File: src/rtl/mem_responder_pkg.sv
// mem_responder_pkg
// Shared constants and types for the serial memory-link responder.
// The header codes and start pattern are the same values the CPU side
// uses to build command frames.
// No ports (package).
package mem_responder_pkg;

    // Width of the command header field on the link.
    localparam int TX_CMD_BITS = 2;

    // Command header codes.
    localparam logic [1:0] TX_HEADER_READ_16  = 2'd0;
    localparam logic [1:0] TX_HEADER_WRITE_16 = 2'd1;
    localparam logic [1:0] TX_HEADER_READ_8   = 2'd2;
    localparam logic [1:0] TX_HEADER_WRITE_8  = 2'd3;

    // Start-of-frame pattern, in both directions.
    localparam int TX_START_PATTERN = 1;

    // Responder FSM states.
    typedef enum logic [2:0] {
        ST_IDLE   = 3'd0,
        ST_HEADER = 3'd1,
        ST_ADDR   = 3'd2,
        ST_WDATA  = 3'd3,
        ST_DELAY  = 3'd4,
        ST_RSTART = 3'd5,
        ST_RDATA  = 3'd6
    } state_t;

    // Bit 0 of the code distinguishes writes from reads.
    function automatic logic cmd_is_write(input logic [1:0] cmd);
        return cmd[0];
    endfunction

    // Bit 1 of the code distinguishes 8-bit from 16-bit accesses.
    function automatic logic cmd_is_byte(input logic [1:0] cmd);
        return cmd[1];
    endfunction

    // Byte lanes touched by an access: both for 16-bit, one for 8-bit.
    function automatic logic [1:0] byte_enables(input logic is_byte, input logic addr_lsb);
        logic [1:0] be;
        if (is_byte) begin
            be = addr_lsb ? 2'b10 : 2'b01;
        end else begin
            be = 2'b11;
        end
        return be;
    endfunction

endpackage

File: src/rtl/mem_responder_if.sv
// mem_responder_if
// Link and backdoor signals between the CPU side (master) and the
// memory responder (slave).
//   rx_pins   : command stream CPU -> responder, all-zero when idle
//   tx_pins   : response stream responder -> CPU, all-zero when idle
//   busy      : responder is inside a frame or response
//   proto_err : sticky protocol-violation flag
//   init_we/init_addr/init_data : backdoor word write into the RAM
interface mem_responder_if #(
    parameter int IO_BITS       = 2,
    parameter int MEM_ADDR_BITS = 6
);
    logic [IO_BITS-1:0]       rx_pins;
    logic [IO_BITS-1:0]       tx_pins;
    logic                     busy;
    logic                     proto_err;
    logic                     init_we;
    logic [MEM_ADDR_BITS-1:0] init_addr;
    logic [15:0]              init_data;

    modport master (
        output rx_pins, init_we, init_addr, init_data,
        input  tx_pins, busy, proto_err
    );

    modport slave (
        input  rx_pins, init_we, init_addr, init_data,
        output tx_pins, busy, proto_err
    );
endinterface

File: src/rtl/mem_responder_mem.sv
// responder_mem
// 2^ADDR_BITS x 16 word RAM with per-byte write enables, one synchronous
// write port and one asynchronous read port. Contents are not reset.
//   clk     : clock
//   i_we    : write enable
//   i_be    : byte enables, [1] high byte, [0] low byte
//   i_waddr : write word address
//   i_wdata : write data (both lanes presented; i_be selects)
//   i_raddr : read word address
//   o_rdata : read data, combinational from i_raddr
module responder_mem #(
    parameter int ADDR_BITS = 6
) (
    input  logic                 clk,
    input  logic                 i_we,
    input  logic [1:0]           i_be,
    input  logic [ADDR_BITS-1:0] i_waddr,
    input  logic [15:0]          i_wdata,
    input  logic [ADDR_BITS-1:0] i_raddr,
    output logic [15:0]          o_rdata
);
    localparam int DEPTH = 1 << ADDR_BITS;

    logic [15:0] r_mem [DEPTH];

    // Byte-lane writes into the storage array.
    always_ff @(posedge clk) begin
        if (i_we && i_be[0]) begin
            r_mem[i_waddr][7:0] <= i_wdata[7:0];
        end
        if (i_we && i_be[1]) begin
            r_mem[i_waddr][15:8] <= i_wdata[15:8];
        end
    end

    assign o_rdata = r_mem[i_raddr];
endmodule

File: src/rtl/mem_responder.sv
// mem_responder
// Memory side of the serial CPU memory link. Deserialises command frames
// from rx_pins, executes them against a local word RAM and serialises read
// data back on tx_pins. One transaction at a time; LSB first.
//   clk   : clock
//   reset : synchronous, active-high
//   bus   : mem_responder_if.slave (rx_pins, tx_pins, busy, proto_err,
//           init_we, init_addr, init_data)
module mem_responder
    import mem_responder_pkg::*;
#(
    parameter int IO_BITS        = 2,
    parameter int PAYLOAD_CYCLES = 16 / IO_BITS,
    parameter int MEM_ADDR_BITS  = 6,
    parameter int RESP_DELAY     = 1
) (
    input  logic           clk,
    input  logic           reset,
    mem_responder_if.slave bus
);
    localparam logic [15:0] FULL_LAST = 16'(PAYLOAD_CYCLES - 1);
    localparam logic [15:0] HALF_LAST = 16'(PAYLOAD_CYCLES / 2 - 1);
    // Clamped so the constant stays legal when the DELAY state is unused.
    localparam logic [15:0] DLY_LAST  = 16'((RESP_DELAY > 0) ? RESP_DELAY - 1 : 0);
    localparam logic [IO_BITS-1:0] START_PAT = IO_BITS'(TX_START_PATTERN);
    localparam logic [IO_BITS-1:0] IDLE_PAT  = {IO_BITS{1'b0}};

    state_t                   r_state;
    logic [15:0]              r_cnt;
    logic [TX_CMD_BITS-1:0]   r_cmd;
    logic [15:0]              r_addr;
    logic [15:0]              r_wdata;
    logic [15:0]              r_rdata;
    logic [IO_BITS-1:0]       r_tx;
    logic                     r_busy;
    logic                     r_err;
    logic                     r_commit;

    state_t                   w_next_state;
    logic [15:0]              w_cnt_next;
    logic [IO_BITS-1:0]       w_tx_next;
    logic                     w_err_set;
    logic                     w_commit_next;
    logic                     w_shift_addr;
    logic                     w_shift_wdata;
    logic                     w_capture;
    logic                     w_shift_rdata;
    logic [15:0]              w_full_addr;
    logic [15:0]              w_data_last;
    logic [15:0]              w_ram_rdata;
    logic [15:0]              w_capture_word;
    logic                     w_ram_we;
    logic [1:0]               w_ram_be;
    logic [MEM_ADDR_BITS-1:0] w_ram_waddr;
    logic [15:0]              w_ram_wdata;
    logic                     w_unused_addr_bits;

    // Address as it will look once the current rx chunk is shifted in; on the
    // last address cycle this is the complete byte address used for capture.
    assign w_full_addr = {bus.rx_pins, r_addr[15:IO_BITS]};
    assign w_unused_addr_bits = ^w_full_addr[15:MEM_ADDR_BITS+1];
    assign w_data_last = cmd_is_byte(r_cmd) ? HALF_LAST : FULL_LAST;

    responder_mem #(
        .ADDR_BITS (MEM_ADDR_BITS)
    ) u_mem (
        .clk     (clk),
        .i_we    (w_ram_we),
        .i_be    (w_ram_be),
        .i_waddr (w_ram_waddr),
        .i_wdata (w_ram_wdata),
        .i_raddr (w_full_addr[MEM_ADDR_BITS:1]),
        .o_rdata (w_ram_rdata)
    );

    // RAM write port: a pending command commit takes priority over the backdoor.
    always_comb begin
        w_ram_we    = 1'b0;
        w_ram_be    = 2'b00;
        w_ram_waddr = {MEM_ADDR_BITS{1'b0}};
        w_ram_wdata = 16'h0000;
        if (r_commit) begin
            w_ram_we    = 1'b1;
            w_ram_be    = byte_enables(cmd_is_byte(r_cmd), r_addr[0]);
            w_ram_waddr = r_addr[MEM_ADDR_BITS:1];
            // An 8-bit write's byte ends up in the top of the shift register.
            w_ram_wdata = cmd_is_byte(r_cmd) ? {r_wdata[15:8], r_wdata[15:8]} : r_wdata;
        end else if (bus.init_we) begin
            w_ram_we    = 1'b1;
            w_ram_be    = 2'b11;
            w_ram_waddr = bus.init_addr;
            w_ram_wdata = bus.init_data;
        end else begin
            w_ram_we    = 1'b0;
        end
    end

    // Read word selection: byte reads return the addressed byte in the low bits.
    always_comb begin
        w_capture_word = w_ram_rdata;
        if (cmd_is_byte(r_cmd)) begin
            w_capture_word = w_full_addr[0] ? {8'h00, w_ram_rdata[15:8]}
                                            : {8'h00, w_ram_rdata[7:0]};
        end else begin
            w_capture_word = w_ram_rdata;
        end
    end

    // Next-state, counter and next tx value for the frame FSM.
    always_comb begin
        w_next_state  = r_state;
        w_cnt_next    = r_cnt;
        w_tx_next     = IDLE_PAT;
        w_err_set     = 1'b0;
        w_commit_next = 1'b0;
        w_shift_addr  = 1'b0;
        w_shift_wdata = 1'b0;
        w_capture     = 1'b0;
        w_shift_rdata = 1'b0;
        case (r_state)
            ST_IDLE: begin
                w_cnt_next = 16'd0;
                if (bus.rx_pins != IDLE_PAT) begin
                    w_next_state = ST_HEADER;
                    // A malformed start is flagged but the frame still runs.
                    w_err_set    = (bus.rx_pins != START_PAT);
                end else begin
                    w_next_state = ST_IDLE;
                end
            end
            ST_HEADER: begin
                w_next_state = ST_ADDR;
                w_cnt_next   = 16'd0;
            end
            ST_ADDR: begin
                w_shift_addr = 1'b1;
                if (r_cnt == FULL_LAST) begin
                    w_cnt_next = 16'd0;
                    if (cmd_is_write(r_cmd)) begin
                        w_next_state = ST_WDATA;
                    end else begin
                        w_capture = 1'b1;
                        if (RESP_DELAY == 0) begin
                            w_next_state = ST_RSTART;
                            w_tx_next    = START_PAT;
                        end else begin
                            w_next_state = ST_DELAY;
                        end
                    end
                end else begin
                    w_cnt_next = r_cnt + 16'd1;
                end
            end
            ST_WDATA: begin
                w_shift_wdata = 1'b1;
                if (r_cnt == w_data_last) begin
                    w_next_state  = ST_IDLE;
                    w_cnt_next    = 16'd0;
                    w_commit_next = 1'b1;
                end else begin
                    w_cnt_next = r_cnt + 16'd1;
                end
            end
            ST_DELAY: begin
                w_err_set = (bus.rx_pins != IDLE_PAT);
                if (r_cnt == DLY_LAST) begin
                    w_next_state = ST_RSTART;
                    w_cnt_next   = 16'd0;
                    w_tx_next    = START_PAT;
                end else begin
                    w_cnt_next = r_cnt + 16'd1;
                end
            end
            ST_RSTART: begin
                w_err_set     = (bus.rx_pins != IDLE_PAT);
                w_next_state  = ST_RDATA;
                w_cnt_next    = 16'd0;
                w_tx_next     = r_rdata[IO_BITS-1:0];
                w_shift_rdata = 1'b1;
            end
            ST_RDATA: begin
                // r_cnt indexes the chunk currently on tx_pins.
                w_err_set = (bus.rx_pins != IDLE_PAT);
                if (r_cnt == w_data_last) begin
                    w_next_state = ST_IDLE;
                    w_cnt_next   = 16'd0;
                    w_tx_next    = IDLE_PAT;
                end else begin
                    w_cnt_next    = r_cnt + 16'd1;
                    w_tx_next     = r_rdata[IO_BITS-1:0];
                    w_shift_rdata = 1'b1;
                end
            end
            default: begin
                w_next_state = ST_IDLE;
                w_cnt_next   = 16'd0;
            end
        endcase
    end

    // State, shift registers and registered outputs.
    always_ff @(posedge clk) begin
        if (reset) begin
            r_state  <= ST_IDLE;
            r_cnt    <= 16'd0;
            r_cmd    <= {TX_CMD_BITS{1'b0}};
            r_addr   <= 16'h0000;
            r_wdata  <= 16'h0000;
            r_rdata  <= 16'h0000;
            r_tx     <= IDLE_PAT;
            r_busy   <= 1'b0;
            r_err    <= 1'b0;
            r_commit <= 1'b0;
        end else begin
            r_state  <= w_next_state;
            r_cnt    <= w_cnt_next;
            r_tx     <= w_tx_next;
            // Busy also covers the commit cycle that follows a write frame.
            r_busy   <= (w_next_state != ST_IDLE) || w_commit_next;
            r_err    <= r_err | w_err_set;
            r_commit <= w_commit_next;
            if (r_state == ST_HEADER) begin
                r_cmd <= bus.rx_pins[TX_CMD_BITS-1:0];
            end
            if (w_shift_addr) begin
                r_addr <= w_full_addr;
            end
            if (w_shift_wdata) begin
                r_wdata <= {bus.rx_pins, r_wdata[15:IO_BITS]};
            end
            if (w_capture) begin
                r_rdata <= w_capture_word;
            end else if (w_shift_rdata) begin
                r_rdata <= {{IO_BITS{1'b0}}, r_rdata[15:IO_BITS]};
            end
        end
    end

    assign bus.tx_pins   = r_tx;
    assign bus.busy      = r_busy;
    assign bus.proto_err = r_err;
endmodule

File: src/flat_wrapper.sv
// flat-port wrapper written by rule: the top's interface ports become plain ports
module mem_responder_flat import mem_responder_pkg::*;
#(
    parameter int IO_BITS        = 2,
    parameter int PAYLOAD_CYCLES = 16 / IO_BITS,
    parameter int MEM_ADDR_BITS  = 6,
    parameter int RESP_DELAY     = 1
)
  (clk, reset, bus_rx_pins, bus_init_we, bus_init_addr, bus_init_data, bus_tx_pins, bus_busy, bus_proto_err);
  mem_responder_if #(.IO_BITS(IO_BITS), .MEM_ADDR_BITS(MEM_ADDR_BITS)) bus_i ();
  input  logic clk;
  input  logic reset;
  input wire logic [$bits(bus_i.rx_pins)-1:0] bus_rx_pins;
  input wire logic [$bits(bus_i.init_we)-1:0] bus_init_we;
  input wire logic [$bits(bus_i.init_addr)-1:0] bus_init_addr;
  input wire logic [$bits(bus_i.init_data)-1:0] bus_init_data;
  output wire logic [$bits(bus_i.tx_pins)-1:0] bus_tx_pins;
  output wire logic [$bits(bus_i.busy)-1:0] bus_busy;
  output wire logic [$bits(bus_i.proto_err)-1:0] bus_proto_err;
  assign bus_i.rx_pins = bus_rx_pins;
  assign bus_i.init_we = bus_init_we;
  assign bus_i.init_addr = bus_init_addr;
  assign bus_i.init_data = bus_init_data;
  assign bus_tx_pins = bus_i.tx_pins;
  assign bus_busy = bus_i.busy;
  assign bus_proto_err = bus_i.proto_err;
  mem_responder #(.IO_BITS(IO_BITS), .PAYLOAD_CYCLES(PAYLOAD_CYCLES), .MEM_ADDR_BITS(MEM_ADDR_BITS), .RESP_DELAY(RESP_DELAY)) u_core (.clk(clk), .reset(reset), .bus(bus_i));
endmodule
File: config.mk
export PLATFORM = sky130hd
export DESIGN_NAME = mem_responder_flat
export DESIGN_NICKNAME = d
export VERILOG_FILES = /design/src/rtl/mem_responder_pkg.sv /design/src/rtl/mem_responder_if.sv /design/src/rtl/mem_responder_mem.sv /design/src/rtl/mem_responder.sv /design/src/flat_wrapper.sv
export SDC_FILE = /design/constraint.sdc
export NUM_CORES = 1
export LEC_CHECK = 0
export CAP_MARGIN = 40
export CORE_MARGIN = 2
export CORE_UTILIZATION = 45
export DETAILED_ROUTE_END_ITERATION = 7
export PLACE_DENSITY = 0.72
export SYNTH_ARGS = -nofsm -noshare
export SYNTH_HDL_FRONTEND = slang
export SYNTH_SLANG_ARGS = --single-unit
File: constraint.sdc
create_clock -name clk -period 5.1 [get_ports clk]
set_clock_uncertainty 0.15 [all_clocks]
set_input_delay 1.02 -clock clk [delete_from_list [all_inputs] [get_ports clk]]
set_output_delay 1.02 -clock clk [all_outputs]
set_load 0.05 [all_outputs]
* Yosys cells after proc, flatten, opt, wreduce, memory -nomap -nowiden
Memories as Yosys holds them, arrays and structs flattened. A register that Yosys moved wholly into a read port is not among the register bits.
Cells that the tools add are included.
** Storage, ports and cells
- Flip-flop bits (word level) :: 74
- RAM bits :: 1024
- Output and inout bits :: 4
- Word-level logic and storage cells :: 78
- Memories kept :: 1
** Cells by class
- $add $sub $neg :: 1
- Equality and inequality tests :: 9
- Mux-type cells :: 46
- Bitwise logic cells :: 1
- Reductions and logical operators :: 10
** Memory list
- u_core.u_mem.r_mem :: words 64, bits a word 16, rd ports 1, clocked after memory_dff 1, wr ports 1, RTL line mem_responder_mem.sv:24 : logic [15:0] r_mem [DEPTH];
** Operators with widths (count)
- $mux W16 :: 8
- $pmux W16 S3 :: 1
- $mux W6 :: 4
- $pmux W3 S6 :: 1
- $mux W1 :: 17
- $add A16 B1 Y16 const B :: 1
- $eq A16 B16 Y1 :: 1
- $eq A16 B3 Y1 const B :: 1
- $logic_not A16 Y1 :: 1
- $mux W8 :: 2
- $mux W3 :: 5
- $mux W2 :: 5
- $eq A3 B3 Y1 const B :: 3
- $eq A3 B2 Y1 const B :: 2
- $pmux W2 S3 :: 1
- $pmux W1 S2 :: 2
- $reduce_bool A2 Y1 :: 2
- $eq A3 B1 Y1 const B :: 1
- $logic_not A3 Y1 :: 1
- $reduce_bool A3 Y1 :: 1
- $reduce_or A3 Y1 :: 1
- $logic_and A1 B1 Y1 :: 2
- $ne A2 B1 Y1 const B :: 1
- $reduce_or A2 Y1 :: 1
- 2 further kinds :: 2

* Longest topological paths before layout
Gate-level depths: netlist of run 1.
- Depth in word-level cells :: 6
- Depth in mapped cells :: 12
- Depth with buffers taken out :: 7

* Cells and area by module
From an unflattened synthesis of run 1, not the netlist that was laid out.
** Unflattened totals
- Cell total of the unflattened synthesis :: 2319
- Area total of the unflattened synthesis :: 43639.4 sq um
** Modules (own cells, without submodules)
- responder_mem :: times used 1, cells an instance 1890, area an instance 40000.9 sq um, sequential area each 30749.5 sq um
- mem_responder :: times used 1, cells an instance 429, area an instance 3638.5 sq um, sequential area each 1481.4 sq um

* Worst setup path before layout of run 1
OpenSTA, ideal clock, no wires.
- Path type :: input-to-reg
- Start :: input bus_init_we
- End :: memory u_core.u_mem.r_mem[0][14], data pin
- Library setup time :: 0.701 ns
- Arrival :: 3.832 ns
- Required time :: 4.249 ns
- Setup slack :: 0.416 ns
- Cell stages on the path :: 3
- Path buffers :: 1
- Cells stage by stage :: clkbuf_1 > nand2_1 > o21ai_0
** On the way
- Word-level cells in the longest chain between the ends :: 2
** Ends and longest elaborated chain
- from (decl) :: RTL line flat_wrapper.sv:14 : input wire logic [$bits(bus_i.init_we)-1:0] bus_init_we;
- $mux W16 :: RTL line mem_responder.sv:88 : end else if (bus.init_we) begin
- $mux W16 :: RTL line mem_responder.sv:82 : if (r_commit) begin
- named net u_core.u_mem.i_wdata[14] :: RTL line mem_responder_mem.sv:18 : input logic [15:0] i_wdata,
- to (decl) :: RTL line mem_responder_mem.sv:24
The timed path passes the listed nets, and every way through them passes these cells.

==> flow_summary.yaml, run 1 <==
status:
  outcome: "complete, no violations"
cells_and_area:
  layout-drive-gt1-share_pct: 22.95
  multiInputGateArea_um2: 10630
  nets: 2551
  area_growth_pct: 13.48
  n_fill_cell: 7416
  regArea_um2: 32370
  utilization_pct: 51.53
  final_area_um2: 49760
yosys:
  syn_area_um2: 43850
  synth_cell_types: 74
  syn_inst: 2333
  synth_top_flop_cell: "edfxtp_1"
  synth_edf_count: 1024
  ys_ff_latch: 1104
  syn-num-nets: 2362
  syn_avg_cell_area_um2: 18.80
  synth-async-reset-ratio_pct: 0
  synthTopCellsByArea: "edfxtp_1 (70%), mux4_2 (11%), dfxtp_1 (3.7%)"
  yosysSeqAreaShare_pct: 73.77
  synth_top_cell_area_share_pct: 70.12
  yosysTopAreaCell: "edfxtp_1"
  yosys_warnings: 0
placed_design:
  gp_congestion: 0.9156
  hpwlAfterDp_um: 65050
  post_dp_cell_area_um2: 46410
  port_buffers: 30
sta:
  tns_ps: 0
  max_freq_mhz: 262.5
  rsz0062_at_grt: "false"
  relSlewSlack_pct: 33.70
  slew_violations: 0
  period_needed_ps: 3809
  min_period_over_period_pct: 74.70
  hold_violations: 0
  tightest_slew_ps: 994.5
  finalSetupViolations: 0
clock_network:
  cts.sinks: 1104
  cts_resized: 0
  clk_path_buf_depth: 3
  postCtsHoldBufs: 0
  cts_buffers: 101
  root_buffer: "clkbuf_16"
  clk_pin_slew_ps: 60
  cts_tree: "built"
  clock_latency_ps: 680
  htree_levels: 3
  post_cts.repair.setup_buffers: 0
grt:
  grt_max_degree: 65
  antenna_found_initial: 0
  gr-total-overflow: 0
  grtUsageTotal_pct: 20.79
  grt_pass1_wl_um: 154000
  grt_pass1_vias: 23230
setup_path:
  crit_family: "multiplexers"
  worstSetupEndpointType: "flip-flop"
  crit_path_top_delay_cell: "dfxtp_4"
  crit_buf_inv: 2
  rrSetupSlack_ps: 1290
  path_max_fanout: 36
  path_cells: "buf_4 -> buf_4 -> mux4_2 -> mux4_2 -> nor2_1 -> nor3_1 -> o31a_1"
  cp-start-kind: "flip-flop"
  critPathKind: "reg2reg"
  max_stage_delay_ps: 910
  worst_ep_required_time_ps: 5520
  critPathArrivalTime_ps: 4230
drt:
  wirelength_um: 103900
  wire_per_inst_um: 26.74
  ant_nets: 0
  drc: 0
  drt_iter0_drc: 3478
  dr.pass1.iters: 8
  via_per_inst: 6.062
  vias: 23560
power_and_ir_drop:
  p_seq_share_pct: 55.6
  p_sw_share_pct: 20.14
  ir_drop_v: 0.0002396
  pwr-share-comb_pct: 2.2
  power.internal_uw: 14260
  p_leak_uw: 0.01591
  p_per_area_nw_per_um2: 358.7
  switchingPower_uw: 3595
  clkPwrFrac_pct: 42.1
floorplanning:
  initial_utilization_pct: 45.41
  dieArea_um2: 99960
  die_h_um: 316.2
  io_pins: 31
  die-width_um: 316.2
  num_rows: 114
  core_area_um2: 96570
min_path:
  hp-class: "reg2reg"
run:
  maxCapViolCount: 0
-- power groups by stage --
| stage | sequential [uW] | clock [uW] | combinational [uW] |
|---|---|---|---|
| 2_1_floorplan | 10100 | 0 | 180 |
| 4_1_cts | 9930 | 7630 | 393 |
| 3_5_place_dp | 10100 | 0 | 392 |
| 3_3_place_gp | 10100 | 0 | 373 |
| 6_report | 9930 | 7520 | 400 |
| 5_1_grt | 9930 | 7980 | 424 |
-- cell families (layout without fill, tap and decap cells) --
family,count (synthesis),after routing,share of synthesized area [%]
other cells,0,1,0
fa+ha+maj,2,2,0.05705
compound gates,266,266,4.314
flops,1104,1104,73.77
buf+inv,135,412,2.060
simple gates,455,455,4.457
xor+xnor,15,15,0.2996
mux,356,356,15.04
-- registers in the layout, indices dropped and copies added, names as in the netlist, 2 cells and up, named ones only --
name                count
u_core.r_wdata         16
u_core.r_cmd            2
u_core.r_rdata         16
u_core.r_addr          16
u_core.r_cnt           16
u_core.r_state          3
u_core.bus.tx_pins      2
u_core.u_mem.r_mem   1024
-- per-layer routing --
| layer | vias up | GRT usage (%) | part of all wire [%] |
|---|---|---|---|
| met4 | 0 | 7.504 | 3.3 |
| li1 | 9855 | - | - |
| met5 | - | 0 | 0 |
| met1 | 12180 | 28.76 | 39 |
| met3 | 203 | 4.114 | 9.7 |
| met2 | 1325 | 33.07 | 48 |
-- layout by cell type (no fill, tap or decap), types with 22 or more instances in the layout --
cell type	netlist	routed
nor2_1	186	186
o21ai_0	37	36
a21oi_1	61	61
nand3_1	54	54
a221oi_1	25	25
clkdlybuf4s50_1	0	29
nand2_1	148	148
mux4_2	212	212
buf_4	8	165
clkinv_2	0	24
mux2i_1	104	104
edfxtp_1	1024	1024
a22oi_1	30	30
dfxtp_1	80	76
mux4_1	22	22
clkbuf_16	0	103
-- through the flow --
| step | hold slack, ps | worst slack (ps) | cells | total power, uW |
|---|---|---|---|---|
| after floorplan | 282.1 | 416.2 | 2333 | 10310 |
| after global placement | 289.5 | 880.4 | 3688 | 10500 |
| after detailed placement | 300.8 | 784.9 | 3694 | 10520 |
| after CTS | 309.1 | 1246 | 3885 | 17950 |
| after global routing | 333.8 | 1103 | 3886 | 18330 |
| final | 309.9 | 1291 | 3887 | 17850 |
-- synth_stat cells (all sizes together) (15+ instances only) --
master and instances:
a21oi 61, nand3 54, o21ai 38, dfxtp 80, mux2i 104, mux4 234, nand2 148, clkbuf 39
o211ai 15, buf 84, mux2 18, a221oi 26, a22o 17, edfxtp 1024, nor2 187, a22oi 30
-- worst reg2reg max path, stage by stage (launching register included) --
cell	delay [ps]
dfxtp_4	910
buf_4	650
buf_4	370
mux4_2	590
mux4_2	500
nor2_1	120
nor3_1	100
o31a_1	300
-- final timing paths --
| path | from | to | cells past startpoint |
|---|---|---|---|
| max | flip-flop | u_core.r_rdata[1] | 7 |
| min | u_core.r_addr[11] | u_core.r_addr[11] | 2 |
| max reg2reg | flip-flop | u_core.r_rdata[1] | 7 |
| min reg2reg | u_core.r_addr[11] | u_core.r_addr[11] | 2 |
-- cell type report --
cell class,instances,area share [%]
Clock inverter,64,1.197
Multi-Input combinational cell,1094,21.36
Antenna cell,1,0.005029
Clock buffer,127,5.501
Tap cell,1276,3.208
Inverter,12,0.09052
Timing Repair Buffer,209,3.598
Sequential cell,1104,65.04
Note: power is estimated with default switching activity, not from simulation.
==> run 2, diff against run 1 <==
- clock period: 5.1 -> 3.8 ns (I/O delays scaled with it)
==> flow_summary.yaml, run 2 (synthesized netlist as in run 1, its figures left out) <==
clock_network:
  cts_resized: 0
  postCtsHoldBufs: 0
  clock_latency_ps: 700
  cts_buffers: 102
  htree_levels: 3
  root_buffer: "clkbuf_16"
  post_cts.repair.setup_buffers: 0
  clk_path_buf_depth: 3
  cts_tree: "built"
  cts.sinks: 1104
  clk_pin_slew_ps: 60
grt:
  grtUsageTotal_pct: 21.13
  grt_pass1_wl_um: 156200
  grt_pass1_vias: 23750
  antenna_found_initial: 1
  gr-total-overflow: 0
  grt_max_degree: 65
floorplanning:
  die-width_um: 316.2
  core_area_um2: 96570
  die_h_um: 316.2
  dieArea_um2: 99960
  num_rows: 114
  initial_utilization_pct: 45.41
  io_pins: 31
setup_path:
  max_stage_delay_ps: 690
  cp-start-kind: "flip-flop"
  critPathKind: "reg2reg"
  worst_ep_required_time_ps: 4200
  path_cells: "buf_12 -> buf_4 -> buf_4 -> mux2i_1 -> a221oi_1 -> o21a_1 -> a221oi_1 -> o22ai_1 -> a211oi_1 -> o41ai_1"
  crit_path_top_delay_cell: "dfxtp_4"
  worstSetupEndpointType: "flip-flop"
  path_max_fanout: 22
  critPathArrivalTime_ps: 3880
cells_and_area:
  n_fill_cell: 7309
  nets: 2601
  layout_commonest_cell: "edfxtp_1"
  layout-drive-gt1-share_pct: 24.20
  diodes: 0
  largest-register: "u_core.u_mem.r_mem"
  largest_reg_flops: 1024
  area_growth_pct: 15.19
  utilization_pct: 52.31
  layout_common_cells: "edfxtp_1 (1024), mux4_2 (212), buf_4 (201), nor2_1 (186), nand2_1 (148)"
  stdcell_count: 3933
status:
  outcome: "complete, no violations"
placed_design:
  port_buffers: 30
  dp_slack_ps: 197.3
  hpwlAfterDp_um: 66020
  place_inst: 3744
  gp_congestion: 0.9218
sta:
  slew_violations: 0
  fin_ws_ps: 315.4
  tightest_slew_ps: 980.2
  finalSetupViolations: 0
  period_needed_ps: 3485
  relSlewSlack_pct: 34.56
  max_freq_mhz: 287.0
  min_period_over_period_pct: 91.70
  rsz0062_at_grt: "false"
  hold_violations: 0
  tns_ps: 0
power_and_ir_drop:
  ir_drop_v: 0.0004049
  p_seq_share_pct: 54.2
  pwr-share-comb_pct: 2.2
  p_per_area_nw_per_um2: 487.3
  p_leak_uw: 0.01626
  power_uw: 24620
  power.internal_uw: 19740
  p_sw_share_pct: 19.82
  clkPwrFrac_pct: 43.6
  switchingPower_uw: 4878
drt:
  met2_length_um: 50690
  wirelength_um: 105700
  drc: 0
  dr.pass1.iters: 8
  via_per_inst: 6.055
  drt_iter0_drc: 3215
  ant_nets: 0
  vias: 23810
  highest_layer: "met5"
  wire_per_inst_um: 26.89
  wl_met1_um: 41490
  routed-wl-met3_um: 9853
run:
  maxCapViolCount: 0
min_path:
  hp-class: "reg2reg"
run 2: cell count changes in the layout (fill, tap and decap cells not counted), moves of 2 or more:
cell | previous run | this run
buf_12 | 12 | 27
buf_4 | 165 | 201
bufinv_16 | 8 | 19
clkbuf_8 | 7 | 2
clkinv_1 | 17 | 19
clkinv_2 | 24 | 13
clkinv_8 | 2 | 4
clkinvlp_4 | 2 | 7
inv_6 | 7 | 3
run 2: path summary, 6_finish.rpt:
kind | start | to | slack [ps] | depth (start not counted)
worst max-delay path | flip-flop | u_core.r_rdata[3] | 320 | 10
worst min-delay path | u_core.r_addr[15] | u_core.r_addr[13] | 310 | 2
worst max register to register | flip-flop | u_core.r_rdata[3] | 320 | 10
worst min register to register | u_core.r_addr[15] | u_core.r_addr[13] | 310 | 2
run 2: stage by stage:
step	hold slack [ps]	cell area, um2
global route	335.5	50510
floorplan	282.1	43850
CTS	308.6	50510
finish	307.4	50510
global placement	291.0	46950
detailed placement	300.0	46980
run 2: layer usage:
layer | up-vias | GRT usage [%]
met4 | 2 | 7.869
met1 | 12270 | 29.33
met5 | - | 0
met3 | 222 | 3.708
met2 | 1356 | 33.77
li1 | 9961 | -
run 2: cell type report:
type                       count  area [um2]  share of cell area [%]
sequential                  1104       32370                   64.07
multi-input combinational   1094       10630                   21.04
timing repair buffer         258        2345                   4.642
tap                         1276        1597                   3.161
inverter                      12       45.04                 0.08917
clock buffer                 122        2648                   5.241
clock inverter                67       884.6                   1.751
run 2: worst max-delay path, delay by kind of cell (launching register included):
| kind | cells | cell delay (ps) |
|---|---|---|
| compound gates | 6 | 1490 |
| buf+inv | 3 | 730 |
| flops | 1 | 690 |
| mux | 1 | 220 |
run 2: power groups by stage:
stage          sequential [uW]  combinational [uW]  clock [uW]
2_1_floorplan            13600                 242           0
3_3_place_gp             13600                 518           0
3_5_place_dp             13600                 541           0
4_1_cts                  13300                 543       10900
5_1_grt                  13300                 577       11300
6_report                 13300                 547       10700
